--- src/rtl/sys_ctrl_pkg.sv ---
// Shared constants and types for the command controller: frame command codes,
// the controller state encoding and the fixed ALU operand register addresses.
package sys_ctrl_pkg;

  // First byte of each frame selects the command.
  localparam logic [7:0] CMD_RF_WR   = 8'hAA;  // AA, addr, data
  localparam logic [7:0] CMD_RF_RD   = 8'hBB;  // BB, addr -> 1 byte back
  localparam logic [7:0] CMD_ALU_OP  = 8'hCC;  // CC, A, B, fun -> 2 bytes back
  localparam logic [7:0] CMD_ALU_NOP = 8'hDD;  // DD, fun -> 2 bytes back

  // Register-file slots that hold the ALU operands.
  localparam int unsigned ALU_OPA_ADDR = 0;
  localparam int unsigned ALU_OPB_ADDR = 1;

  typedef enum logic [3:0] {
    IDLE        = 4'd0,
    WR_ADDR     = 4'd1,
    WR_DATA     = 4'd2,
    RD_ADDR     = 4'd3,
    RD_WAIT     = 4'd4,
    RD_SEND     = 4'd5,
    ALU_A       = 4'd6,
    ALU_B       = 4'd7,
    ALU_FUN     = 4'd8,
    ALU_WAIT    = 4'd9,
    ALU_SEND_LO = 4'd10,
    ALU_SEND_HI = 4'd11
  } state_t;

endpackage

--- src/rtl/sys_ctrl.sv ---
// Command controller: decodes byte frames from the UART receiver, drives the
// register file and ALU, and pushes response bytes into the TX FIFO.
//
// Strobe semantics: every input strobe (rx_d_vld, rf_rd_data_vld,
// alu_out_vld) is a one-cycle qualifier for its data bus and is only acted on
// in the state that expects it. Every output strobe (rf_wr_en, rf_rd_en,
// alu_en, tx_d_vld) is a one-cycle pulse, combinational from the state and the
// current inputs; tx_d_vld is only raised while fifo_full is low, and
// tx_p_data stays stable while a send is held off by fifo_full.
module sys_ctrl
  import sys_ctrl_pkg::*;
#(
  parameter int DATA_WIDTH = 8,
  parameter int ADDR_WIDTH = 4,
  parameter int FUN_WIDTH  = 4
) (
  input  logic                    clk,
  input  logic                    rst_n,
  input  logic [DATA_WIDTH-1:0]   rx_p_data,
  input  logic                    rx_d_vld,
  input  logic [DATA_WIDTH-1:0]   rf_rd_data,
  input  logic                    rf_rd_data_vld,
  input  logic [2*DATA_WIDTH-1:0] alu_out,
  input  logic                    alu_out_vld,
  input  logic                    fifo_full,
  output logic [ADDR_WIDTH-1:0]   rf_addr,
  output logic                    rf_wr_en,
  output logic                    rf_rd_en,
  output logic [DATA_WIDTH-1:0]   rf_wr_data,
  output logic                    alu_en,
  output logic [FUN_WIDTH-1:0]    alu_fun,
  output logic                    clk_gate_en,
  output logic [DATA_WIDTH-1:0]   tx_p_data,
  output logic                    tx_d_vld
);

  state_t                  state_q, state_d;
  logic [ADDR_WIDTH-1:0]   addr_q;
  logic [DATA_WIDTH-1:0]   tx_q;
  logic [2*DATA_WIDTH-1:0] result_q;

  // State register.
  always_ff @(posedge clk or negedge rst_n) begin
    if (!rst_n) state_q <= IDLE;
    else        state_q <= state_d;
  end

  // Capture registers: write address, read-back byte and ALU result.
  always_ff @(posedge clk or negedge rst_n) begin
    if (!rst_n) begin
      addr_q   <= '0;
      tx_q     <= '0;
      result_q <= '0;
    end else begin
      if (state_q == WR_ADDR && rx_d_vld)        addr_q   <= rx_p_data[ADDR_WIDTH-1:0];
      if (state_q == RD_WAIT && rf_rd_data_vld)  tx_q     <= rf_rd_data;
      if (state_q == ALU_WAIT && alu_out_vld)    result_q <= alu_out;
    end
  end

  // Next-state and output decode; bytes arriving in wait/send states fall
  // through the defaults and are dropped.
  always_comb begin
    state_d     = state_q;
    rf_addr     = '0;
    rf_wr_en    = 1'b0;
    rf_rd_en    = 1'b0;
    rf_wr_data  = '0;
    alu_en      = 1'b0;
    alu_fun     = '0;
    clk_gate_en = 1'b0;
    tx_p_data   = '0;
    tx_d_vld    = 1'b0;
    case (state_q)
      IDLE: begin
        if (rx_d_vld) begin
          if (rx_p_data == DATA_WIDTH'(CMD_RF_WR))        state_d = WR_ADDR;
          else if (rx_p_data == DATA_WIDTH'(CMD_RF_RD))   state_d = RD_ADDR;
          else if (rx_p_data == DATA_WIDTH'(CMD_ALU_OP))  state_d = ALU_A;
          else if (rx_p_data == DATA_WIDTH'(CMD_ALU_NOP)) state_d = ALU_FUN;
        end
      end
      WR_ADDR: begin
        if (rx_d_vld) state_d = WR_DATA;
      end
      WR_DATA: begin
        if (rx_d_vld) begin
          rf_wr_en   = 1'b1;
          rf_addr    = addr_q;
          rf_wr_data = rx_p_data;
          state_d    = IDLE;
        end
      end
      RD_ADDR: begin
        if (rx_d_vld) begin
          rf_rd_en = 1'b1;
          rf_addr  = rx_p_data[ADDR_WIDTH-1:0];
          state_d  = RD_WAIT;
        end
      end
      RD_WAIT: begin
        if (rf_rd_data_vld) state_d = RD_SEND;
      end
      RD_SEND: begin
        tx_p_data = tx_q;
        if (!fifo_full) begin
          tx_d_vld = 1'b1;
          state_d  = IDLE;
        end
      end
      ALU_A: begin
        if (rx_d_vld) begin
          rf_wr_en   = 1'b1;
          rf_addr    = ADDR_WIDTH'(ALU_OPA_ADDR);
          rf_wr_data = rx_p_data;
          state_d    = ALU_B;
        end
      end
      ALU_B: begin
        if (rx_d_vld) begin
          rf_wr_en   = 1'b1;
          rf_addr    = ADDR_WIDTH'(ALU_OPB_ADDR);
          rf_wr_data = rx_p_data;
          state_d    = ALU_FUN;
        end
      end
      ALU_FUN: begin
        clk_gate_en = 1'b1;
        if (rx_d_vld) begin
          alu_en  = 1'b1;
          alu_fun = rx_p_data[FUN_WIDTH-1:0];
          state_d = ALU_WAIT;
        end
      end
      ALU_WAIT: begin
        clk_gate_en = 1'b1;
        if (alu_out_vld) state_d = ALU_SEND_LO;
      end
      ALU_SEND_LO: begin
        tx_p_data = result_q[DATA_WIDTH-1:0];
        if (!fifo_full) begin
          tx_d_vld = 1'b1;
          state_d  = ALU_SEND_HI;
        end
      end
      ALU_SEND_HI: begin
        tx_p_data = result_q[2*DATA_WIDTH-1:DATA_WIDTH];
        if (!fifo_full) begin
          tx_d_vld = 1'b1;
          state_d  = IDLE;
        end
      end
      default: state_d = IDLE;
    endcase
  end

endmodule

--- config.mk ---
export PLATFORM = sky130hd
export DESIGN_NAME = sys_ctrl
export DESIGN_NICKNAME = d
export VERILOG_FILES = /design/src/rtl/sys_ctrl_pkg.sv /design/src/rtl/sys_ctrl.sv
export SDC_FILE = /design/constraint.sdc
export NUM_CORES = 1
export LEC_CHECK = 0
export CAP_MARGIN = 20
export CORE_UTILIZATION = 45
export DETAILED_ROUTE_END_ITERATION = 10
export HOLD_SLACK_MARGIN = 0.05
export PLACE_DENSITY = 0.84
export SETUP_SLACK_MARGIN = 0.02
export SLEW_MARGIN = 10
export SYNTH_ARGS = -nofsm -noshare
export SYNTH_HDL_FRONTEND = slang
export SYNTH_SLANG_ARGS = --single-unit
--- constraint.sdc ---
create_clock -name clk -period 1.8 [get_ports clk]
set_input_delay 0.18 -clock clk [delete_from_list [all_inputs] [get_ports clk]]
set_output_delay 0.18 -clock clk [all_outputs]
set_load 0.02 [all_outputs]
==> impl_metrics.sql, run 1 <==
INSERT INTO impl_metrics (metric_group, metric, value, unit) VALUES
('cells_and_area', 'antennaDiodeCount', '0', ''),
('floorplanning', 'die_area', '4350', 'um2'),
('synth', 'postSynthCellCount', '176', ''),
('timing', 'final_hold_viol_count', '0', ''),
('floorplanning', 'die_h', '66.0', 'um'),
('setup_path', 'cp_slowest_stage_delay', '0.53', 'ns'),
('clock_network', 'cts_hold_buffers', '0', ''),
('power', 'power_frac_clock', '10.7', '%'),
('floorplanning', 'ioPinCount', '67', ''),
('power', 'max-vdd-ir-drop', '0.981', 'mV'),
('setup_path', 'worst_reg2reg_path_startpoint', 'state_q[3]$_DFFE_PN0P_', ''),
('setup_path', 'critical-path-slowest-cell', 'sky130_fd_sc_hd__a222oi_1', ''),
('clock_network', 'h_tree_depth', '2', ''),
('timing', 'setup-tns-final', '-1.45', 'ns'),
('synth', 'synth_edf_count', '0', ''),
('power', 'intPower', '2870', 'uW'),
('timing', 'final.setup.worst_slack', '-0.266', 'ns'),
('synth', 'synth_seq_area_share', '43.5', '%'),
('grt', 'first_global_vias', '1974', ''),
('floorplanning', 'rows', '22', ''),
('grt', 'grt_start_max_net_pins', '33', ''),
('synth', 'synth.lib_cells_used.distinct', '41', ''),
('synth', 'netlist.top_cell.by_area', 'sky130_fd_sc_hd__dfrtp_1', ''),
('clock_network', 'cts_tree', 'done', ''),
('synth', 'synth_flop_cell', 'sky130_fd_sc_hd__dfrtp_1', ''),
('hold_path', 'timing.hold.worst.class', 'primary input to async pin', ''),
('setup_path', 'worstSetupStartpointType', 'flop', ''),
('synth', 'syn_area_per_cell', '10.5', 'um2'),
('drt', 'drc_errors', '0', ''),
('synth', 'synth_warnings', '0', ''),
('setup_path', 'crit_buf_inv', '3', ''),
('grt', 'met1_usage', '33.8', '%'),
('clock_network', 'clk_latency', '0.29', 'ns'),
('synth', 'leading_post_synthesis_cells_by_cell_area', 'sky130_fd_sc_hd__dfrtp_1 (44%), sky130_fd_sc_hd__mux2_2 (17%), sky130_fd_sc_hd__and2_1 (4.4%)', ''),
('power', 'power.net_switching', '1900', 'uW'),
('timing', 'worst-slew-pin-transition', '0.558', 'ns'),
('grt', 'grt_util_met3', '5.52', '%'),
('floorplanning', 'coreArea', '3800', 'um2'),
('drt', 'firstDrtPassIters', '5', ''),
('setup_path', 'worstPathRequired', '1.62', 'ns'),
('synth', 'number_of_register_bits_inferred_by_synthesis', '32', ''),
('cells_and_area', 'multi_input_logic_area', '1130', 'um2'),
('grt', 'globalRoute.busiestLayer', 'met2', ''),
('grt', 'use_met2', '51.9', '%'),
('floorplanning', 'floorplan.initialDensity', '48.5', '%'),
('grt', 'global_route.usage.total', '29.4', '%'),
('power', 'power-per-cell-area', '1490', 'nW/um2'),
('cells_and_area', 'stdcell_area', '3210', 'um2'),
('cells_and_area', 'layout_area_growth_over_synthesis', '74.2', '%'),
('clock_network', 'cts.root.buffer_cell', 'sky130_fd_sc_hd__clkbuf_8', ''),
('cells_and_area', 'area.sequential', '802', 'um2'),
('drt', 'detail_route.wirelength', '7.11', 'mm'),
('setup_path', 'cp_top_family', 'compound AO/OA/AOI/OAI gates', ''),
('timing', 'layout_worst_path_cycle_share', '115', '%'),
('synth', 'synth.cell_area', '1840', 'um2'),
('setup_path', 'crit_path_start', 'state_q[0]$_DFFE_PN0P_', ''),
('status', 'failing_checks', 'setup timing', ''),
('setup_path', 'critPathKind', 'flop to output port', ''),
('drt', 'via_count', '2037', ''),
('timing', 'grt_setup_unrepaired', 'true', ''),
('place', 'postPlaceCellArea', '2770', 'um2'),
('synth', 'synth_nets', '214', ''),
('status', 'outcome', 'finished with violations', ''),
('timing', 'finalSetupViolCount', '15', ''),
('clock_network', 'clkSlewWorstSetupHoldPaths', '0.07', 'ns'),
('power', 'share_seq_of_total_power', '27.6', '%'),
('timing', 'timing.max_slew.rel_slack', '62.8', '%'),
('clock_network', 'cts-buffers-inserted', '5', ''),
('clock_network', 'clock_sink_count', '32', ''),
('cells_and_area', 'fin_cells', '343', ''),
('grt', 'grt_pass1_wl', '9.52', 'mm');
-- routing by layer --
layer	wire length, um	share of wire (%)
met1	2580	36
met2	3600	51
met3	484	6.8
met4	446	6.3
met5	0	0
-- layout by cell type, fill, tap and decap left out, types with 2 or more instances in the layout --
master	netlist	routed
sky130_fd_sc_hd__a21oi_2	0	3
sky130_fd_sc_hd__clkbuf_8	0	5
sky130_fd_sc_hd__mux2_2	28	28
sky130_fd_sc_hd__nor2_1	16	10
sky130_fd_sc_hd__nand2_1	12	10
sky130_fd_sc_hd__and2b_1	2	2
sky130_fd_sc_hd__and2_4	0	10
sky130_fd_sc_hd__a21oi_1	5	2
sky130_fd_sc_hd__nor2b_1	2	2
sky130_fd_sc_hd__and4bb_2	2	2
sky130_fd_sc_hd__inv_1	10	10
sky130_fd_sc_hd__buf_4	0	45
sky130_fd_sc_hd__nor2_4	0	6
sky130_fd_sc_hd__and2_1	13	3
sky130_fd_sc_hd__buf_2	4	3
sky130_fd_sc_hd__nand3_1	5	5
sky130_fd_sc_hd__o21ai_2	0	4
sky130_fd_sc_hd__dfrtp_1	32	31
sky130_fd_sc_hd__mux2i_1	3	2
sky130_fd_sc_hd__nand2b_4	1	2
sky130_fd_sc_hd__a222oi_1	8	8
sky130_fd_sc_hd__nand2_2	1	2
sky130_fd_sc_hd__buf_6	1	30
sky130_fd_sc_hd__clkdlybuf4s50_1	0	37
-- stage by stage --
step | util (%) | setup WS (ns) | hold slack, ns | total power (uW)
floorplan | - | 0.197 | -0.116 | 2460
global placement | 73.0 | -0.309 | 0.489 | 3320
detailed placement | 73.0 | -0.322 | 0.493 | 3390
CTS | 79.1 | -0.0999 | 0.300 | 4210
global route | 84.4 | -0.283 | 0.318 | 4990
finish | 84.4 | -0.266 | 0.281 | 4780
-- worst register-to-register path: cells and delay by family, from the launching register on --
| kind | cells | cell delay [ns] |
|---|---|---|
| compound gates | 2 | 0.55 |
| buf+inv | 3 | 0.39 |
| flops | 1 | 0.40 |
| mux | 1 | 0.30 |
| simple gates | 1 | 0.14 |
-- cell families (layout without fill, tap and decap cells) --
| logic type | Yosys count | count (layout) | synth area share, % |
|---|---|---|---|
| XOR/XNOR | 1 | 1 | 0.476 |
| flip-flops | 32 | 32 | 43.5 |
| buffers and inverters | 17 | 135 | 4.15 |
| multiplexers | 32 | 32 | 19.6 |
| AND/OR/NAND/NOR | 67 | 67 | 21.5 |
| AO/OA/AOI/OAI | 27 | 28 | 10.8 |
-- registers in the layout (all words and copies together), names as in the netlist --
name / flops
addr_q: 4
result_q: 16
state_q: 4
tx_q: 8
-- path summary, 6_finish.rpt --
path	endpoint	slack [ns]	cells past startpoint
setup / recovery	tx_p_data[5]	-0.27	5
hold / removal	tx_q[7]$_DFFE_PN0P_	0.28	2
setup reg to reg	state_q[0]$_DFFE_PN0P_	-0.09	7
hold reg to reg	tx_q[7]$_DFFE_PN0P_	0.51	1
max in group asynchronous	state_q[1]$_DFFE_PN0P_	1.21	2
min in group clk	tx_q[5]$_DFFE_PN0P_	0.50	2
-- area by class of cell --
type	instances	share of cell area [%]
inverter	10	1.17
clock buffer	6	2.26
tap	48	1.87
sequential	32	25.0
multi-input combinational	128	35.4
timing repair buffer	118	34.2
clock inverter	1	0.156
-- power by group through the flow --
stage / Clock, uW / Combinational [uW] / Sequential [uW]
final: 511 / 2950 / 1320
after floorplan: 0 / 1250 / 1210
after global placement: 0 / 2060 / 1250
after detailed placement: 0 / 2120 / 1270
after global routing: 548 / 3090 / 1350
after CTS: 514 / 2430 / 1270
-- cell usage after synthesis (2+ instances only) --
cell / instances
sky130_fd_sc_hd__inv_1: 10
sky130_fd_sc_hd__o21ai_0: 4
sky130_fd_sc_hd__nor3b_1: 2
sky130_fd_sc_hd__nand3_1: 5
sky130_fd_sc_hd__o21ai_1: 2
sky130_fd_sc_hd__clkbuf_1: 2
sky130_fd_sc_hd__mux2_2: 28
sky130_fd_sc_hd__and4bb_2: 2
sky130_fd_sc_hd__mux2i_1: 3
sky130_fd_sc_hd__and2_1: 13
sky130_fd_sc_hd__nor2_1: 16
sky130_fd_sc_hd__and2b_1: 2
sky130_fd_sc_hd__nor2b_1: 2
sky130_fd_sc_hd__nand2b_1: 2
sky130_fd_sc_hd__dfrtp_1: 32
sky130_fd_sc_hd__a21oi_1: 5
sky130_fd_sc_hd__nand2_1: 12
sky130_fd_sc_hd__a222oi_1: 8
sky130_fd_sc_hd__buf_2: 4
-- repair_timing --
action,in CTS,in global routing
pin swaps,16,18
resized for setup,161,52
setup endpoints to repair,31,40
buffers inserted,14,9
gates cloned,1,0
(Power assumes the default switching activity.)
==> run 2, diff against run 1 <==
--- a/config.mk
+++ b/config.mk
@@ -8,7 +8,6 @@
 export CAP_MARGIN = 20
 export CORE_UTILIZATION = 45
 export DETAILED_ROUTE_END_ITERATION = 10
-export HOLD_SLACK_MARGIN = 0.05
 export PLACE_DENSITY = 0.84
 export SETUP_SLACK_MARGIN = 0.02
 export SLEW_MARGIN = 10
==> results of run 2 <==
Final layout, timing and power as in run 1 (identical DEF).
==> run 3, diff against run 2 <==
--- a/config.mk
+++ b/config.mk
@@ -6,9 +6,10 @@
 export NUM_CORES = 1
 export LEC_CHECK = 0
 export CAP_MARGIN = 20
-export CORE_UTILIZATION = 45
+export CORE_MARGIN = 3
+export CORE_UTILIZATION = 48
 export DETAILED_ROUTE_END_ITERATION = 10
-export PLACE_DENSITY = 0.84
+export PLACE_DENSITY = 0.88
 export SETUP_SLACK_MARGIN = 0.02
 export SLEW_MARGIN = 10
 export SYNTH_ARGS = -nofsm -noshare
==> constraint.sdc (replaced) <==
create_clock -name clk -period 2.65 [get_ports clk]
set_input_delay 0.265 -clock clk [delete_from_list [all_inputs] [get_ports clk]]
set_output_delay 0.265 -clock clk [all_outputs]
set_load 0.02 [all_outputs]
==> run 3 against run 2 <==
Effect of this change: the run now ends clean; sequential share of layout area increased by 5.1 points; power decreased by 48%; clock power decreased by 27%; combinational power decreased by 58%; largest cell class unchanged.
==> impl_metrics.sql, run 3 (same netlist as run 1, synthesis figures left out) <==
INSERT INTO impl_metrics (metric_group, metric, value, unit) VALUES
('status', 'outcome', 'completed', ''),
('setup_path', 'timing.critical_path.to_type', 'output port', ''),
('floorplanning', 'die_w', '67.9', 'um'),
('job', 'max-cap-violations', '0', ''),
('grt', 'grt_pass1_wl', '7.49', 'mm'),
('drt', 'avgViaCountPerCell', '5.61', ''),
('cells_and_area', 'largest_reg_flops', '16', ''),
('drt', 'via_count', '1656', ''),
('cells_and_area', 'post_route_cells_drive_above_1_share', '22.1', '%'),
('clock_network', 'clock_tree.buffer_depth', '2', ''),
('drt', 'firstDrtPassIters', '4', ''),
('cells_and_area', 'mostFrequentLayoutCells', 'sky130_fd_sc_hd__clkdlybuf4s50_1 (66), sky130_fd_sc_hd__dfrtp_1 (31), sky130_fd_sc_hd__mux2_2 (28)', ''),
('clock_network', 'clock_sink_count', '32', ''),
('cells_and_area', 'layout_area_growth_over_synthesis', '44.8', '%'),
('floorplanning', 'die_h', '67.9', 'um'),
('floorplanning', 'floorplan.initialDensity', '52.3', '%'),
('timing', 'setup-tns-final', '0', 'ns'),
('clock_network', 'cts_hold_buffers', '0', ''),
('cells_and_area', 'antennaDiodeCount', '0', ''),
('timing', 'clock_skew', '0.00595', 'ns'),
('grt', 'first_global_vias', '1590', ''),
('timing', 'final.min_clock_period', '2.46', 'ns'),
('cells_and_area', 'registers.top_by_ff_count', 'result_q', ''),
('drt', 'initialDrtViolationCount', '153', ''),
('place', 'gp_routability_congestion', '0.941', ''),
('grt', 'grt_start_max_net_pins', '33', ''),
('drt', 'detail_route.wirelength', '4.63', 'mm'),
('floorplanning', 'ioPinCount', '67', ''),
('clock_network', 'cts-buffers-inserted', '5', ''),
('cells_and_area', 'layout_top_registers', 'result_q (16), tx_q (8)', ''),
('floorplanning', 'rows', '21', ''),
('clock_network', 'cts.root.buffer_cell', 'sky130_fd_sc_hd__clkbuf_8', ''),
('grt', 'grt_antenna_before_repair', '0', ''),
('clock_network', 'h_tree_depth', '2', ''),
('cells_and_area', 'nNetsFinal', '286', ''),
('power', 'finalPower', '2490', 'uW'),
('grt', 'global_route.overflow_total', '0', ''),
('timing', 'finalSetupViolCount', '0', ''),
('drt', 'drc_errors', '0', ''),
('drt', 'routed_wire_length_per_instance', '15.7', 'um'),
('cells_and_area', 'fin_cells', '295', ''),
('setup_path', 'worstPathRequired', '2.38', 'ns'),
('place', 'dp_hpwl', '3.59', 'mm'),
('floorplanning', 'die_area', '4610', 'um2'),
('power', 'leakagePower', '0.00118', 'uW'),
('timing', 'timing.max_slew.rel_slack', '73.2', '%'),
('clock_network', 'post-cts-setup-buffers', '0', ''),
('setup_path', 'critPathKind', 'flop to output port', ''),
('timing', 'layout_worst_path_cycle_share', '92.9', '%'),
('timing', 'grt_setup_unrepaired', 'false', ''),
('power', 'power-per-cell-area', '936', 'nW/um2'),
('timing', 'final_hold_viol_count', '0', ''),
('clock_network', 'clk_latency', '0.28', 'ns'),
('drt', 'drt.antenna.violating_nets', '0', ''),
('cells_and_area', 'layout_commonest_cell', 'sky130_fd_sc_hd__clkdlybuf4s50_1', ''),
('setup_path', 'timing.critical_path.arrival', '2.20', 'ns'),
('hold_path', 'timing.hold.worst.class', 'primary input to async pin', ''),
('floorplanning', 'coreArea', '3520', 'um2'),
('timing', 'timing.fmax', '406', 'MHz'),
('timing', 'worst-slew-pin-transition', '0.402', 'ns'),
('clock_network', 'clkSlewWorstSetupHoldPaths', '0.07', 'ns'),
('place', 'portBuffers', '66', ''),
('place', 'dp.cells', '287', ''),
('grt', 'global_route.usage.total', '21.9', '%'),
('clock_network', 'cts_tree', 'done', ''),
('power', 'max-vdd-ir-drop', '0.565', 'mV'),
('setup_path', 'timing.critical_path.fanout_max', '8', ''),
('setup_path', 'worstSetupStartpointType', 'flop', ''),
('timing', 'maxSlewViolCount', '0', '');
run 3: changes by cell type in the layout (fill, tap and decap cells not counted), moves of 2 or more:
| cell | before | now |
|---|---|---|
| sky130_fd_sc_hd__buf_2 | 3 | 0 |
| sky130_fd_sc_hd__clkdlybuf4s50_1 | 37 | 66 |
| sky130_fd_sc_hd__buf_4 | 45 | 6 |
| sky130_fd_sc_hd__and2_1 | 3 | 13 |
| sky130_fd_sc_hd__a21oi_1 | 2 | 4 |
| sky130_fd_sc_hd__o21ai_0 | 1 | 4 |
| sky130_fd_sc_hd__a21oi_2 | 3 | 1 |
| sky130_fd_sc_hd__nor2_4 | 6 | 0 |
| sky130_fd_sc_hd__nand2_1 | 10 | 12 |
| sky130_fd_sc_hd__and2_4 | 10 | 0 |
| sky130_fd_sc_hd__buf_6 | 30 | 0 |
| sky130_fd_sc_hd__o21ai_2 | 4 | 0 |
| sky130_fd_sc_hd__nor2_1 | 10 | 15 |
run 3: worst paths after layout:
path                       slack, ns                      to  cells past startpoint                    from
hold / removal                  0.37     tx_q[3]$_DFFE_PN0P_                      2                   rst_n
max in group asynchronous       1.98  state_q[1]$_DFFE_PN0P_                      2                   rst_n
setup / recovery                0.19            tx_p_data[7]                      6  state_q[2]$_DFFE_PN0P_
hold reg to reg                 0.50   addr_q[2]$_DFFE_PN0P_                      1   addr_q[2]$_DFFE_PN0P_
min in group clk                0.50   addr_q[2]$_DFFE_PN0P_                      1   addr_q[2]$_DFFE_PN0P_
setup reg to reg                0.78  state_q[0]$_DFFE_PN0P_                      5  state_q[3]$_DFFE_PN0P_
run 3: repair_timing:
item / in CTS / in global routing
endpoints found under the setup margin: 5 / 17
gates resized for setup: 1 / 3
hold endpoints to repair: 0 / 0
pin swaps: 0 / 0
run 3: stage by stage:
stage	hold WS [ns]	area [um2]	util [%]	worst slack, ns
CTS	0.381	2660	75.6	0.0795
detailed placement	0.494	2560	72.9	0.204
global route	0.400	2670	75.7	0.0280
global placement	0.487	2560	72.9	0.259
finish	0.372	2670	75.7	0.189
floorplan	-0.0306	1840	-	0.744
run 3: layout make-up:
class / instances / area (um2)
Multi-Input combinational cell: 127 / 970
Fill cell: 243 / 856
Sequential cell: 32 / 802
Clock buffer: 6 / 82.6
Tap cell: 46 / 57.6
Timing Repair Buffer: 72 / 706
Clock inverter: 2 / 10.0
Inverter: 10 / 37.5
run 3: power breakdown:
group	internal, uW	switching, uW
registers	724	170
logic	644	581
clock network	207	168
total	1570	920
run 3: per-layer routing:
metal	global-route usage, %	part of all wire [%]
met3	4.60	5.1
met1	27.3	41
met4	6.45	0.91
met5	0	0
met2	37.9	54
run 3: worst max-delay path, stage by stage, from the launching register on:
cell and delay (ns):
sky130_fd_sc_hd__dfrtp_1 0.41, sky130_fd_sc_hd__inv_1 0.19, sky130_fd_sc_hd__nand2_1 0.15, sky130_fd_sc_hd__nor2_2 0.35, sky130_fd_sc_hd__a222oi_1 0.13, sky130_fd_sc_hd__inv_1 0.10, sky130_fd_sc_hd__clkdlybuf4s50_1 0.60
